**config.mk**
```make
export PLATFORM = sky130hd
export DESIGN_NAME = hazard_unit_flat
export DESIGN_NICKNAME = d
export VERILOG_FILES = /design/src/rtl/hazard_if.sv /design/src/rtl/hazard_unit.sv /design/src/flat_wrapper.sv
export SDC_FILE = /design/constraint.sdc
export NUM_CORES = 1
export LEC_CHECK = 0
export ABC_AREA = 1
export BUFFER_PORTS_ARGS = -buffer_cell sky130_fd_sc_hd__buf_2
export CAP_MARGIN = 25
export CORE_ASPECT_RATIO = 1.5
export CORE_MARGIN = 4
export CORE_UTILIZATION = 50
export CTS_CLUSTER_SIZE = 16
export DETAILED_ROUTE_END_ITERATION = 8
export GPL_ROUTABILITY_DRIVEN = 0
export HOLD_SLACK_MARGIN = 0.15
export PLACE_DENSITY_LB_ADDON = 0.3
export SYNTH_ARGS = -nofsm -noshare
export SYNTH_HDL_FRONTEND = slang
export SYNTH_SLANG_ARGS = --single-unit
```
**constraint.sdc**
```tcl
create_clock -name clk -period 1.9 [get_ports clk]
set_input_delay 0.095 -clock clk [delete_from_list [all_inputs] [get_ports clk]]
set_output_delay 0.095 -clock clk [all_outputs]
set_load 0.005 [all_outputs]
```
**src/rtl/hazard_if.sv**
```systemverilog
// Hazard unit port bundle: pipeline register/control view in, forwarding, stall
// and flush controls plus performance counters out.
interface hazard_if #(
    parameter int CNT_W = 32
);
    logic [4:0]       Rs1D, Rs2D, Rs1E, Rs2E;
    logic [4:0]       RdE, RdM, RdW;
    logic             PCSrcE;
    logic [1:0]       ResultSrcE;
    logic             RegWriteM, RegWriteW;
    logic             MemReqM, MemReadyM;
    logic [1:0]       ForwardAE, ForwardBE;
    logic             StallF, StallD, StallE, StallM;
    logic             FlushD, FlushE, FlushW;
    logic             MemTimeout;
    logic [CNT_W-1:0] StallCount, FlushCount;

    modport master (
        output Rs1D, Rs2D, Rs1E, Rs2E, RdE, RdM, RdW,
               PCSrcE, ResultSrcE, RegWriteM, RegWriteW,
               MemReqM, MemReadyM,
        input  ForwardAE, ForwardBE,
               StallF, StallD, StallE, StallM,
               FlushD, FlushE, FlushW,
               MemTimeout, StallCount, FlushCount
    );

    modport slave (
        input  Rs1D, Rs2D, Rs1E, Rs2E, RdE, RdM, RdW,
               PCSrcE, ResultSrcE, RegWriteM, RegWriteW,
               MemReqM, MemReadyM,
        output ForwardAE, ForwardBE,
               StallF, StallD, StallE, StallM,
               FlushD, FlushE, FlushW,
               MemTimeout, StallCount, FlushCount
    );
endinterface

```
**src/rtl/hazard_unit.sv**
```systemverilog
// Pipeline hazard unit: forwarding, load-use stall, branch flush and
// data-memory wait handling with timeout FSM and saturating event counters.
module hazard_unit #(
    parameter int MEM_TIMEOUT = 16,
    parameter int CNT_W       = 32
) (
    input logic  clk,
    input logic  reset,
    hazard_if.slave hz
);
    localparam int WCW = $clog2(MEM_TIMEOUT + 1);

    localparam logic [1:0] S_RUN  = 2'd0;
    localparam logic [1:0] S_WAIT = 2'd1;
    localparam logic [1:0] S_ERR  = 2'd2;

    logic [1:0]       state_q, state_d;
    logic [WCW-1:0]   wcnt_q, wcnt_d;
    logic             mto_q;
    logic [CNT_W-1:0] scnt_q, fcnt_q;

    logic lw_stall, mem_stall, run_like;
    logic stall_f, stall_d, stall_e, stall_m;
    logic flush_d, flush_e, flush_w;
    logic [1:0] fwd_a, fwd_b;

    function automatic logic [1:0] fwd_sel(
        input logic [4:0] rs,
        input logic       wr_m,
        input logic [4:0] rd_m,
        input logic       wr_w,
        input logic [4:0] rd_w
    );
        if (wr_m && rd_m != 5'd0 && rd_m == rs)
            return 2'b10;
        else if (wr_w && rd_w != 5'd0 && rd_w == rs)
            return 2'b01;
        else
            return 2'b00;
    endfunction

    assign run_like  = (state_q == S_RUN) || (state_q == S_WAIT);
    assign mem_stall = run_like && hz.MemReqM && !hz.MemReadyM;
    assign lw_stall  = (hz.ResultSrcE == 2'b01) && (hz.RdE != 5'd0)
                     && ((hz.Rs1D == hz.RdE) || (hz.Rs2D == hz.RdE))
                     && !hz.PCSrcE;

    always_comb begin
        stall_f = 1'b0;
        stall_d = 1'b0;
        stall_e = 1'b0;
        stall_m = 1'b0;
        flush_d = 1'b0;
        flush_e = 1'b0;
        flush_w = 1'b0;
        fwd_a   = fwd_sel(hz.Rs1E, hz.RegWriteM, hz.RdM,
                          hz.RegWriteW, hz.RdW);
        fwd_b   = fwd_sel(hz.Rs2E, hz.RegWriteM, hz.RdM,
                          hz.RegWriteW, hz.RdW);
        // A memory stall holds everything, including a resolved branch in E
        if (!run_like || mem_stall) begin
            stall_f = 1'b1;
            stall_d = 1'b1;
            stall_e = 1'b1;
            stall_m = 1'b1;
            flush_w = 1'b1;
        end else begin
            stall_f = lw_stall;
            stall_d = lw_stall;
            flush_d = hz.PCSrcE;
            flush_e = lw_stall | hz.PCSrcE;
        end
        if (reset) begin
            stall_f = 1'b0;
            stall_d = 1'b0;
            stall_e = 1'b0;
            stall_m = 1'b0;
            flush_d = 1'b0;
            flush_e = 1'b0;
            flush_w = 1'b0;
            fwd_a   = 2'b00;
            fwd_b   = 2'b00;
        end
    end

    always_comb begin
        state_d = state_q;
        wcnt_d  = wcnt_q;
        case (state_q)
            S_RUN: begin
                wcnt_d = '0;
                if (mem_stall) state_d = S_WAIT;
            end
            S_WAIT: begin
                wcnt_d = wcnt_q + WCW'(1);
                if (hz.MemReadyM)
                    state_d = S_RUN;
                else if (32'(wcnt_q) + 32'd1 >= 32'(MEM_TIMEOUT))
                    state_d = S_ERR;
            end
            default: state_d = S_ERR;
        endcase
    end

    always_ff @(posedge clk or posedge reset) begin
        if (reset) begin
            state_q <= S_RUN;
            wcnt_q  <= '0;
            mto_q   <= 1'b0;
            scnt_q  <= '0;
            fcnt_q  <= '0;
        end else begin
            state_q <= state_d;
            wcnt_q  <= wcnt_d;
            if (state_d == S_ERR) mto_q <= 1'b1;
            if (state_q != S_ERR) begin
                if (stall_f && scnt_q != '1)
                    scnt_q <= scnt_q + CNT_W'(1);
                if ((flush_d || flush_e) && fcnt_q != '1)
                    fcnt_q <= fcnt_q + CNT_W'(1);
            end
        end
    end

    assign hz.ForwardAE  = fwd_a;
    assign hz.ForwardBE  = fwd_b;
    assign hz.StallF     = stall_f;
    assign hz.StallD     = stall_d;
    assign hz.StallE     = stall_e;
    assign hz.StallM     = stall_m;
    assign hz.FlushD     = flush_d;
    assign hz.FlushE     = flush_e;
    assign hz.FlushW     = flush_w;
    assign hz.MemTimeout = mto_q;
    assign hz.StallCount = scnt_q;
    assign hz.FlushCount = fcnt_q;
endmodule

```
**src/flat_wrapper.sv**
```systemverilog
// flat-port wrapper written by rule: the top's interface ports become plain ports
module hazard_unit_flat 
#(
    parameter int MEM_TIMEOUT = 16,
    parameter int CNT_W       = 32
)
  (clk, reset, hz_Rs1D, hz_Rs2D, hz_Rs1E, hz_Rs2E, hz_RdE, hz_RdM, hz_RdW, hz_PCSrcE, hz_ResultSrcE, hz_RegWriteM, hz_RegWriteW, hz_MemReqM, hz_MemReadyM, hz_ForwardAE, hz_ForwardBE, hz_StallF, hz_StallD, hz_StallE, hz_StallM, hz_FlushD, hz_FlushE, hz_FlushW, hz_MemTimeout, hz_StallCount, hz_FlushCount);
  hazard_if #(.CNT_W(CNT_W)) hz_i ();
  input logic clk;
  input logic reset;
  input wire logic [$bits(hz_i.Rs1D)-1:0] hz_Rs1D;
  input wire logic [$bits(hz_i.Rs2D)-1:0] hz_Rs2D;
  input wire logic [$bits(hz_i.Rs1E)-1:0] hz_Rs1E;
  input wire logic [$bits(hz_i.Rs2E)-1:0] hz_Rs2E;
  input wire logic [$bits(hz_i.RdE)-1:0] hz_RdE;
  input wire logic [$bits(hz_i.RdM)-1:0] hz_RdM;
  input wire logic [$bits(hz_i.RdW)-1:0] hz_RdW;
  input wire logic [$bits(hz_i.PCSrcE)-1:0] hz_PCSrcE;
  input wire logic [$bits(hz_i.ResultSrcE)-1:0] hz_ResultSrcE;
  input wire logic [$bits(hz_i.RegWriteM)-1:0] hz_RegWriteM;
  input wire logic [$bits(hz_i.RegWriteW)-1:0] hz_RegWriteW;
  input wire logic [$bits(hz_i.MemReqM)-1:0] hz_MemReqM;
  input wire logic [$bits(hz_i.MemReadyM)-1:0] hz_MemReadyM;
  output wire logic [$bits(hz_i.ForwardAE)-1:0] hz_ForwardAE;
  output wire logic [$bits(hz_i.ForwardBE)-1:0] hz_ForwardBE;
  output wire logic [$bits(hz_i.StallF)-1:0] hz_StallF;
  output wire logic [$bits(hz_i.StallD)-1:0] hz_StallD;
  output wire logic [$bits(hz_i.StallE)-1:0] hz_StallE;
  output wire logic [$bits(hz_i.StallM)-1:0] hz_StallM;
  output wire logic [$bits(hz_i.FlushD)-1:0] hz_FlushD;
  output wire logic [$bits(hz_i.FlushE)-1:0] hz_FlushE;
  output wire logic [$bits(hz_i.FlushW)-1:0] hz_FlushW;
  output wire logic [$bits(hz_i.MemTimeout)-1:0] hz_MemTimeout;
  output wire logic [$bits(hz_i.StallCount)-1:0] hz_StallCount;
  output wire logic [$bits(hz_i.FlushCount)-1:0] hz_FlushCount;
  assign hz_i.Rs1D = hz_Rs1D;
  assign hz_i.Rs2D = hz_Rs2D;
  assign hz_i.Rs1E = hz_Rs1E;
  assign hz_i.Rs2E = hz_Rs2E;
  assign hz_i.RdE = hz_RdE;
  assign hz_i.RdM = hz_RdM;
  assign hz_i.RdW = hz_RdW;
  assign hz_i.PCSrcE = hz_PCSrcE;
  assign hz_i.ResultSrcE = hz_ResultSrcE;
  assign hz_i.RegWriteM = hz_RegWriteM;
  assign hz_i.RegWriteW = hz_RegWriteW;
  assign hz_i.MemReqM = hz_MemReqM;
  assign hz_i.MemReadyM = hz_MemReadyM;
  assign hz_ForwardAE = hz_i.ForwardAE;
  assign hz_ForwardBE = hz_i.ForwardBE;
  assign hz_StallF = hz_i.StallF;
  assign hz_StallD = hz_i.StallD;
  assign hz_StallE = hz_i.StallE;
  assign hz_StallM = hz_i.StallM;
  assign hz_FlushD = hz_i.FlushD;
  assign hz_FlushE = hz_i.FlushE;
  assign hz_FlushW = hz_i.FlushW;
  assign hz_MemTimeout = hz_i.MemTimeout;
  assign hz_StallCount = hz_i.StallCount;
  assign hz_FlushCount = hz_i.FlushCount;
  hazard_unit #(.MEM_TIMEOUT(MEM_TIMEOUT), .CNT_W(CNT_W)) u_core (.clk(clk), .reset(reset), .hz(hz_i));
endmodule
```
# After elaboration in Yosys (flattened, before gate mapping)
# Index checks and enable logic that the tools add are counted.
# W data, S select, Z words.
totals:
  reg_bits: 72
  in_bits: 44
  output_inout_bits: 76
  wordCells: 69
op_classes:
  add_sub_neg: 4
  n_lt_le_gt_ge: 1
  eq_ne: 12
  muxes: 19
  bitwise: 1
  reduce_logical: 27
op_table:
  columns: ["cell", "n"]
  rows:
  - ["$add A32 B1 Y32 const B", 2]
  - ["$ne A32 B32 Y1 const B", 2]
  - ["$ge A32 B5 Y1 const B", 1]
  - ["$eq A5 B5 Y1", 6]
  - ["$reduce_bool A5 Y1", 3]
  - ["$mux W2", 7]
  - ["$logic_and A1 B1 Y1", 13]
  - ["$mux W1", 10]
  - ["$pmux W5 S2", 1]
  - ["$add A5 B1 Y6 const B", 1]
  - ["$add A5 B1 Y5 const B", 1]
  - ["$eq A2 B1 Y1 const B", 2]
  - ["$logic_or A1 B1 Y1", 4]
  - ["$pmux W2 S2", 1]
  - ["$reduce_and A2 Y1", 2]
  - ["$logic_not A1 Y1", 3]
  - ["$eq A2 B2 Y1 const B", 1]
  - ["$logic_not A2 Y1", 1]
  - ["$ne A2 B2 Y1 const B", 1]
  - ["$reduce_bool A2 Y1", 1]
  - ["$or A1 B1 Y1", 1]

# Longest topological paths before layout
# Gate-level depths: netlist of the first run.
logic_depth:
  depth_word: 10
  depth_mapped: 12
  mapped_depth_nobuf: 11

# Least setup slack after synthesis of the first run
# OpenSTA, ideal clock, no wires.
synth_path:
  path_type: "input-to-output"
  start: "input reset"
  end: "output hz_ForwardAE[0]"
  arrival_ps: 1982
  required_time_ps: 1805
  path_slack_ps: -177
  path_stages: 3
  n_path_buf: 0
  cell_sequence: "inv_1 -> nand3_1 -> nor3_1"
synth_via:
  elab_chain_cells: 1
synth_rtl:
  columns: ["item", "line", "rtl"]
  rows:
  - ["start: declaration", "flat_wrapper.sv:10", "input logic reset;"]
  - ["$mux W2", "hazard_unit.sv:73", "if (reset) begin"]
  - ["end: declaration", "flat_wrapper.sv:24", "output wire logic [$bits(hz_i.ForwardAE)-1:0] hz_ForwardAE;"]
# Every way passes these cells.

# Worst setup path in the final report of the first run
layout_path:
  start: "register u_core.fcnt_q[1] (netlist: u_core.hz.FlushCount[1])"
  end: "register u_core.fcnt_q[13] (netlist: u_core.hz.FlushCount[13])"
layout_via:
  elab_chain_cells: 3
  elab_cells_between_ends: 4
  classes_between: "add/sub (1); eq/ne (1); reduce/logical (2)"
layout_rtl:
  columns: ["item", "line", "rtl"]
  rows:
  - ["start: declaration", "hazard_unit.sv:20", "logic [CNT_W-1:0] scnt_q, fcnt_q;"]
  - ["start signal: assignment", "hazard_unit.sv:120", "fcnt_q <= fcnt_q + CNT_W'(1);"]
  - ["branches (longest 3 deep; another with $add A32 B1 Y32)", null, null]
# Several ways; the timed one is not identified.
# A chain may end at the register's enable or synchronous reset.

==> flow_summary.json, run 1 <==
{
  "transition_time_of_the_tightest_slew_check_pin_ns": 0.476,
  "synth_seq_area_share_pct": 34.0,
  "report.power.total_w": 0.00372,
  "ir_drop_v": 0.000459,
  "timing.critical_path.required_ns": 2.12,
  "placeable_core_region_um2": 10200,
  "htree_num_levels": 3,
  "detail_route.first_pass.iterations": 5,
  "critical_path.endpoint_type": "flop",
  "routed_wl_um": 16600,
  "route.detailed.vias_per_inst": 5.38,
  "status": "completed",
  "power.share.clock_pct": 52.7,
  "drive_above_1_share_pct": 23.6,
  "grt_overflow": 0,
  "initial_core_util_pct": 51.8,
  "final_util_pct": 67.7,
  "path_class": "reg2reg",
  "setup.worst_path.start_class": "flop",
  "cts_tree": "yes",
  "relative_contribution_of_combinational_cells_to_total_power_pct": 6.0,
  "p_leak_nw": 3.66,
  "count_of_synthesis_stage_warnings_from_yosys": 0,
  "power.density_nw_per_um2": 537,
  "postSynthRegisterBits": 72,
  "dieWidth_um": 92.1,
  "io_pins": 120,
  "final_hpwl_dp_um": 11600,
  "vias_in_the_first_global_route": 5570,
  "dr_wl_met2_um": 8990,
  "finClkSkew_ns": 0.00860,
  "initial_antenna_violation_count": 0,
  "fill_cells": 906,
  "power.internal_w": 0.00291,
  "io_buffers": 119,
  "switching_power_summed_over_all_nets_w": 0.000812,
  "finalHoldViolations": 0,
  "postSynthCellCount": 788,
  "routed_wirelength_normalized_by_instance_count_um": 15.2,
  "seq_power_share_pct": 41.2,
  "timing.final.crit_share_pct": 98.1,
  "hold_path_class": "in2reg",
  "diode_count": 0,
  "final_max_slew_viol_count": 0,
  "finalSetupViolCount": 0,
  "mappedNetlistNets": 835,
  "cts_inserted_buffers": 9,
  "clock-sinks": 72,
  "largest_net_degree_at_the_start_of_global_routing": 73,
  "totalNegativeSetupSlack_ns": 0,
  "final_nets": 996,
  "route.top_layer_used": "met4",
  "layout_min_cycle_time_ns": 1.86,
  "top_library_cells_by_usage_in_the_layout_fill_and_taps_aside": "sky130_fd_sc_hd__nand2_1 (285), sky130_fd_sc_hd__buf_2 (119), sky130_fd_sc_hd__nor2_1 (83)",
  "wl_met3_um": 723,
  "grt_util_all_layers_pct": 25.5,
  "cts.clk_slew.worst_paths_ns": 0.06,
  "power.switching_fraction_pct": 21.8,
  "antenna_violating_nets_post_route": 0,
  "routedLengthMet1_um": 6050,
  "maximum_root_to_sink_buffer_count": 2,
  "area_growth_pct": 30.7,
  "routed-via-count": 5896,
  "clk-insertion-delay-late_ns": 0.34,
  "layout.cells.most_common": "sky130_fd_sc_hd__nand2_1",
  "design.die.area_um2": 12400,
  "drt_first_iter_violations": 256,
  "timing.slew.headroom_pct": 68.0,
  "cts.root.buffer_cell": "sky130_fd_sc_hd__clkbuf_16",
  "drc": 0,
  "timing_limited_maximum_frequency_mhz": 536,
  "post_synth_num_cell_types": 35,
  "fp.dieH_um": 134,
  "grt_first_pass_wirelength_um": 25600,
  "critPathArrivalTime_ns": 2.08,
  "timing.critical_path.fanout_max": 7,
  "floorplan_row_count": 45,
  "mappedNetlistArea_um2": 5310,
  "post_synth.cell_area_avg_um2": 6.73,
  "cap_viol_max_count": 0
}
[cells by family (layout without fill, tap and decap cells)]
group	after synthesis	after routing	share of synthesized area, %
xor+xnor	68	68	11.2
buf+inv	104	268	8.44
simple gates	525	527	43.9
flops	72	72	34.0
compound gates	16	16	1.82
fa+ha+maj	3	3	0.707
[layer usage]
| metal | vias up | track usage [%] |
|---|---|---|
| li1 | 2838 | - |
| met4 | 0 | 14.9 |
| met1 | 2762 | 27.5 |
| met3 | 67 | 2.47 |
| met2 | 229 | 47.4 |
| met5 | - | 0 |
[repair_timing]
action,4_1_cts,5_1_grt
pin swaps,0,8
hold endpoints to repair,74,0
hold buffers,3,0
buffers inserted,0,11
endpoints found under the setup margin,3,67
resized for setup,4,33
gates cloned,0,5
[final cells by class]
class | instances | area [µm²] | share of cell area [%]
clock buffer | 9 | 225 | 3.25
clock inverter | 7 | 119 | 1.71
sequential | 72 | 1810 | 26.1
timing repair buffer | 172 | 1120 | 16.2
multi-input combinational | 614 | 3180 | 45.9
tap | 141 | 176 | 2.54
inverter | 80 | 304 | 4.38
[critical path: stages (launching register included)]
cell	delay (ns)
sky130_fd_sc_hd__dfrtp_1	0.41
sky130_fd_sc_hd__ha_4	0.17
sky130_fd_sc_hd__nand3_4	0.08
sky130_fd_sc_hd__nor2_4	0.18
sky130_fd_sc_hd__nand3_4	0.10
sky130_fd_sc_hd__nor2_4	0.14
sky130_fd_sc_hd__nand4_4	0.13
sky130_fd_sc_hd__buf_12	0.21
sky130_fd_sc_hd__clkbuf_16	0.16
sky130_fd_sc_hd__nand3_1	0.09
sky130_fd_sc_hd__nand2_1	0.07
[registers in the layout (all words and copies together), names as in the netlist]
register,flops
u_core.hz.FlushCount,32
u_core.hz.StallCount,32
u_core.wcnt_q,5
u_core.state_q,2
u_core.hz.MemTimeout,1
[worst paths after layout]
| path | to | slack [ns] | startpoint | depth (start not counted) |
|---|---|---|---|---|
| min reg2reg | u_core.hz.MemTimeout$_DFFE_PP0N_ | 0.47 | u_core.hz.MemTimeout$_DFFE_PP0N_ | 1 |
| max in group asynchronous | u_core.hz.FlushCount[14]$_DFFE_PP0P_ | 1.08 | reset | 4 |
| min | u_core.hz.FlushCount[0]$_DFFE_PP0P_ | 0.34 | hz_PCSrcE | 6 |
| max | u_core.hz.FlushCount[13]$_DFFE_PP0P_ | 0.04 | u_core.hz.FlushCount[1]$_DFFE_PP0P_ | 10 |
| max reg2reg | u_core.hz.FlushCount[13]$_DFFE_PP0P_ | 0.04 | u_core.hz.FlushCount[1]$_DFFE_PP0P_ | 10 |
| min in group asynchronous | u_core.hz.FlushCount[9]$_DFFE_PP0P_ | 0.51 | reset | 4 |
[cell usage after synthesis]
| cell | number | area (µm²) |
|---|---|---|
| sky130_fd_sc_hd__a21oi_1 | 5 | 25.0 |
| sky130_fd_sc_hd__a22o_1 | 1 | 8.76 |
| sky130_fd_sc_hd__and3_1 | 1 | 6.26 |
| sky130_fd_sc_hd__buf_2 | 10 | 50.1 |
| sky130_fd_sc_hd__buf_4 | 6 | 45.0 |
| sky130_fd_sc_hd__buf_6 | 3 | 33.8 |
| sky130_fd_sc_hd__clkbuf_1 | 5 | 18.8 |
| sky130_fd_sc_hd__dfrtp_1 | 72 | 1800 |
| sky130_fd_sc_hd__ha_1 | 3 | 37.5 |
| sky130_fd_sc_hd__inv_1 | 78 | 293 |
| sky130_fd_sc_hd__inv_2 | 2 | 7.51 |
| sky130_fd_sc_hd__nand2_1 | 287 | 1080 |
| sky130_fd_sc_hd__nand2_2 | 1 | 6.26 |
| sky130_fd_sc_hd__nand2_4 | 1 | 11.3 |
| sky130_fd_sc_hd__nand3_1 | 61 | 305 |
| sky130_fd_sc_hd__nand3_2 | 5 | 50.1 |
| sky130_fd_sc_hd__nand3b_1 | 9 | 67.6 |
| sky130_fd_sc_hd__nand4_1 | 41 | 257 |
| sky130_fd_sc_hd__nand4_4 | 1 | 21.3 |
| sky130_fd_sc_hd__nor2_1 | 88 | 330 |
| sky130_fd_sc_hd__nor2_2 | 2 | 12.5 |
| sky130_fd_sc_hd__nor2_4 | 2 | 22.5 |
| sky130_fd_sc_hd__nor3_1 | 17 | 85.1 |
| sky130_fd_sc_hd__nor3_2 | 2 | 20.0 |
| sky130_fd_sc_hd__nor3_4 | 1 | 16.3 |
| sky130_fd_sc_hd__nor3b_1 | 1 | 7.51 |
| sky130_fd_sc_hd__nor4_1 | 4 | 25.0 |
| sky130_fd_sc_hd__o21ai_0 | 5 | 25.0 |
| sky130_fd_sc_hd__o21ai_2 | 1 | 8.76 |
| sky130_fd_sc_hd__o22ai_1 | 2 | 12.5 |
| sky130_fd_sc_hd__o31ai_1 | 1 | 7.51 |
| sky130_fd_sc_hd__o32ai_1 | 1 | 8.76 |
| sky130_fd_sc_hd__or2_2 | 1 | 6.26 |
| sky130_fd_sc_hd__xnor2_1 | 25 | 219 |
| sky130_fd_sc_hd__xor2_1 | 43 | 377 |
[power by group through the flow]
stage	logic (W)	clock network (W)	registers (W)
CTS	0.000225	0.00200	0.00153
detailed placement	0.000219	0	0.00156
global route	0.000253	0.00207	0.00153
floorplan	0.000115	0	0.00156
global placement	0.000216	0	0.00156
finish	0.000225	0.00196	0.00154
[stage by stage]
| stage | hold slack (ns) | cell area (µm²) | worst slack [ns] | cells |
|---|---|---|---|---|
| final | 0.341 | 6940 | 0.0356 | 1095 |
| after detailed placement | 0.302 | 6220 | 0.0523 | 1060 |
| after floorplan | 0.195 | 5310 | 0.183 | 788 |
| after global routing | 0.395 | 6940 | -0.101 | 1095 |
| after CTS | 0.387 | 6610 | -0.0319 | 1079 |
| after global placement | 0.299 | 6220 | 0.0989 | 1060 |
Power figures use the tool's default switching activity.
==> run 2: changes to the inputs <==
CORE_MARGIN = not set   (was 4)
==> flow_summary.json, run 2 (synthesis gave the netlist of run 1 again) <==
{
  "status": "complete, but fails checks",
  "violations": "negative setup slack",
  "r2r_cells": 9,
  "drt_first_iter_violations": 377,
  "timing.critical_path.fanout_max": 16,
  "io_pins": 120,
  "route.detailed.vias_per_inst": 5.36,
  "grt_overflow": 0,
  "met1_routing_resource_usage_after_global_routing_pct": 28.5,
  "finClkSkew_ns": 0.00443,
  "regToRegEndpoint": "u_core.hz.FlushCount[9]$_DFFE_PP0P_",
  "finalHoldViolations": 0,
  "routed_wirelength_normalized_by_instance_count_um": 15.1,
  "clock-sinks": 72,
  "power.density_nw_per_um2": 514,
  "drc": 0,
  "clk-insertion-delay-late_ns": 0.34,
  "top_library_cells_by_usage_in_the_layout_fill_and_taps_aside": "sky130_fd_sc_hd__nand2_1 (280), sky130_fd_sc_hd__buf_2 (119), sky130_fd_sc_hd__nor2_1 (85)",
  "setup_repair_after_global_routing_missed_its_margin": "true",
  "cap_viol_max_count": 0,
  "htree_num_levels": 3,
  "floorplan_row_count": 45,
  "cts_inserted_buffers": 9,
  "globalRoute.busiestLayer": "met2",
  "maximum_root_to_sink_buffer_count": 2,
  "startpoint_of_the_worst_hold_path": "hz_PCSrcE",
  "hold_path_class": "in2reg",
  "global_routing_met3_resource_utilization_pct": 3.93,
  "grt_util_all_layers_pct": 27.5,
  "detail_route.first_pass.iterations": 5,
  "totalNegativeSetupSlack_ns": -1.68,
  "critPathArrivalTime_ns": 2.29,
  "timing.slew.headroom_pct": 57.2,
  "antenna_violating_nets_post_route": 0,
  "initial_core_util_pct": 51.8,
  "ir_drop_v": 0.000478,
  "largest_net_degree_at_the_start_of_global_routing": 55,
  "fill_cells": 904,
  "fp.dieH_um": 128,
  "layout_min_cycle_time_ns": 2.01,
  "routed-via-count": 5942,
  "grt_first_pass_wirelength_um": 23800,
  "hold_depth": 6,
  "placeable_core_region_um2": 10200,
  "routed_wl_um": 16800,
  "worstHoldEndpoint": "u_core.hz.FlushCount[1]$_DFFE_PP0P_",
  "final_max_slew_viol_count": 0,
  "io_buffers": 119,
  "reg2reg_slack_ns": -0.11,
  "worstSetupStartpoint": "u_core.hz.FlushCount[1]$_DFFE_PP0P_",
  "multi_input_area_um2": 3240,
  "diode_count": 0,
  "final_nets": 1009,
  "layout.cells.most_common": "sky130_fd_sc_hd__nand2_1",
  "cts_tree": "yes",
  "critical_path.endpoint_type": "flop",
  "vias_in_the_first_global_route": 5223,
  "final_util_pct": 69.5,
  "drive_above_1_share_pct": 25.6,
  "timing.final.crit_share_pct": 106,
  "timing_limited_maximum_frequency_mhz": 497,
  "path_class": "reg2reg",
  "finalWorstSetupSlack_ns": -0.113,
  "finalSetupViolCount": 32,
  "r2r-start": "u_core.hz.FlushCount[1]$_DFFE_PP0P_",
  "design.die.area_um2": 11000,
  "initial_antenna_violation_count": 0,
  "timing.critical_path.required_ns": 2.18,
  "dieWidth_um": 86.1,
  "area_growth_pct": 34.2,
  "setup.worst_path.start_class": "flop",
  "gr_met2_demand_resource_pct": 50.3,
  "cts.root.buffer_cell": "sky130_fd_sc_hd__clkbuf_16",
  "cts.clk_slew.worst_paths_ns": 0.06,
  "layout.area.seq_um2": 1810,
  "final_hpwl_dp_um": 11000,
  "p_leak_nw": 3.75,
  "transition_time_of_the_tightest_slew_check_pin_ns": 0.638
}
-- run 2: final cells by class --
| cell class | count | area share (%) |
|---|---|---|
| Multi-Input combinational cell | 613 | 45.5 |
| Clock buffer | 11 | 3.55 |
| Inverter | 80 | 4.27 |
| Timing Repair inverter | 1 | 0.0703 |
| Tap cell | 141 | 2.48 |
| Sequential cell | 72 | 25.3 |
| Timing Repair Buffer | 185 | 17.6 |
| Clock inverter | 5 | 1.11 |
-- run 2: per-layer routing --
metal	vias to the layer above	wire length (µm)
met5	-	0
met4	0	971
met3	76	829
met2	235	8870
met1	2759	6110
li1	2872	-
-- run 2: stage by stage --
| stage | total power [W] | setup slack [ns] | std cells | hold slack [ns] | cell area (µm²) |
|---|---|---|---|---|---|
| finish | 0.00366 | -0.113 | 1108 | 0.326 | 7120 |
| global placement | 0.00178 | 0.103 | 1060 | 0.202 | 6230 |
| floorplan | 0.00168 | 0.183 | 788 | 0.195 | 5310 |
| CTS | 0.00366 | 0.00103 | 1080 | 0.313 | 6610 |
| detailed placement | 0.00178 | 0.0137 | 1060 | 0.204 | 6230 |
| global route | 0.00376 | -0.142 | 1108 | 0.338 | 7120 |
-- run 2: worst max path at each step --
stage	endpoint	cells past startpoint
6_report	u_core.hz.FlushCount[9]$_DFFE_PP0P_	9
2_1_floorplan	u_core.hz.StallCount[31]$_DFFE_PP0P_	9
3_5_place_dp	u_core.hz.FlushCount[16]$_DFFE_PP0P_	9
3_3_place_gp	u_core.hz.StallCount[8]$_DFFE_PP0P_	10
5_1_grt	u_core.hz.FlushCount[9]$_DFFE_PP0P_	9
4_1_cts	u_core.hz.FlushCount[5]$_DFFE_PP0P_	9
-- run 2: worst max-delay path: stages, from the launching register on --
cell	delay [ns]
sky130_fd_sc_hd__dfrtp_1	0.43
sky130_fd_sc_hd__ha_4	0.19
sky130_fd_sc_hd__nand3_4	0.08
sky130_fd_sc_hd__nor2_4	0.18
sky130_fd_sc_hd__nand3_4	0.11
sky130_fd_sc_hd__nor2_4	0.16
sky130_fd_sc_hd__nand4_4	0.28
sky130_fd_sc_hd__nand2_4	0.33
sky130_fd_sc_hd__nand2_1	0.10
sky130_fd_sc_hd__nand2_1	0.08
-- run 2: what timing repair did --
| item | 4_1_cts | 5_1_grt |
|---|---|---|
| hold buffers | 3 | 0 |
| setup buffers | 1 | 20 |
| resized for setup | 3 | 50 |
| setup endpoints to repair | 3 | 69 |
| endpoints found under the hold margin | 20 | 0 |
| cloned | 0 | 8 |
| pin swaps | 1 | 20 |
-- run 2: power breakdown --
part	total (W)	internal, W	switching, W
Sequential	0.00154	0.00153	0.00000124
Combinational	0.000229	0.0000941	0.000135
Clock	0.00190	0.00122	0.000677
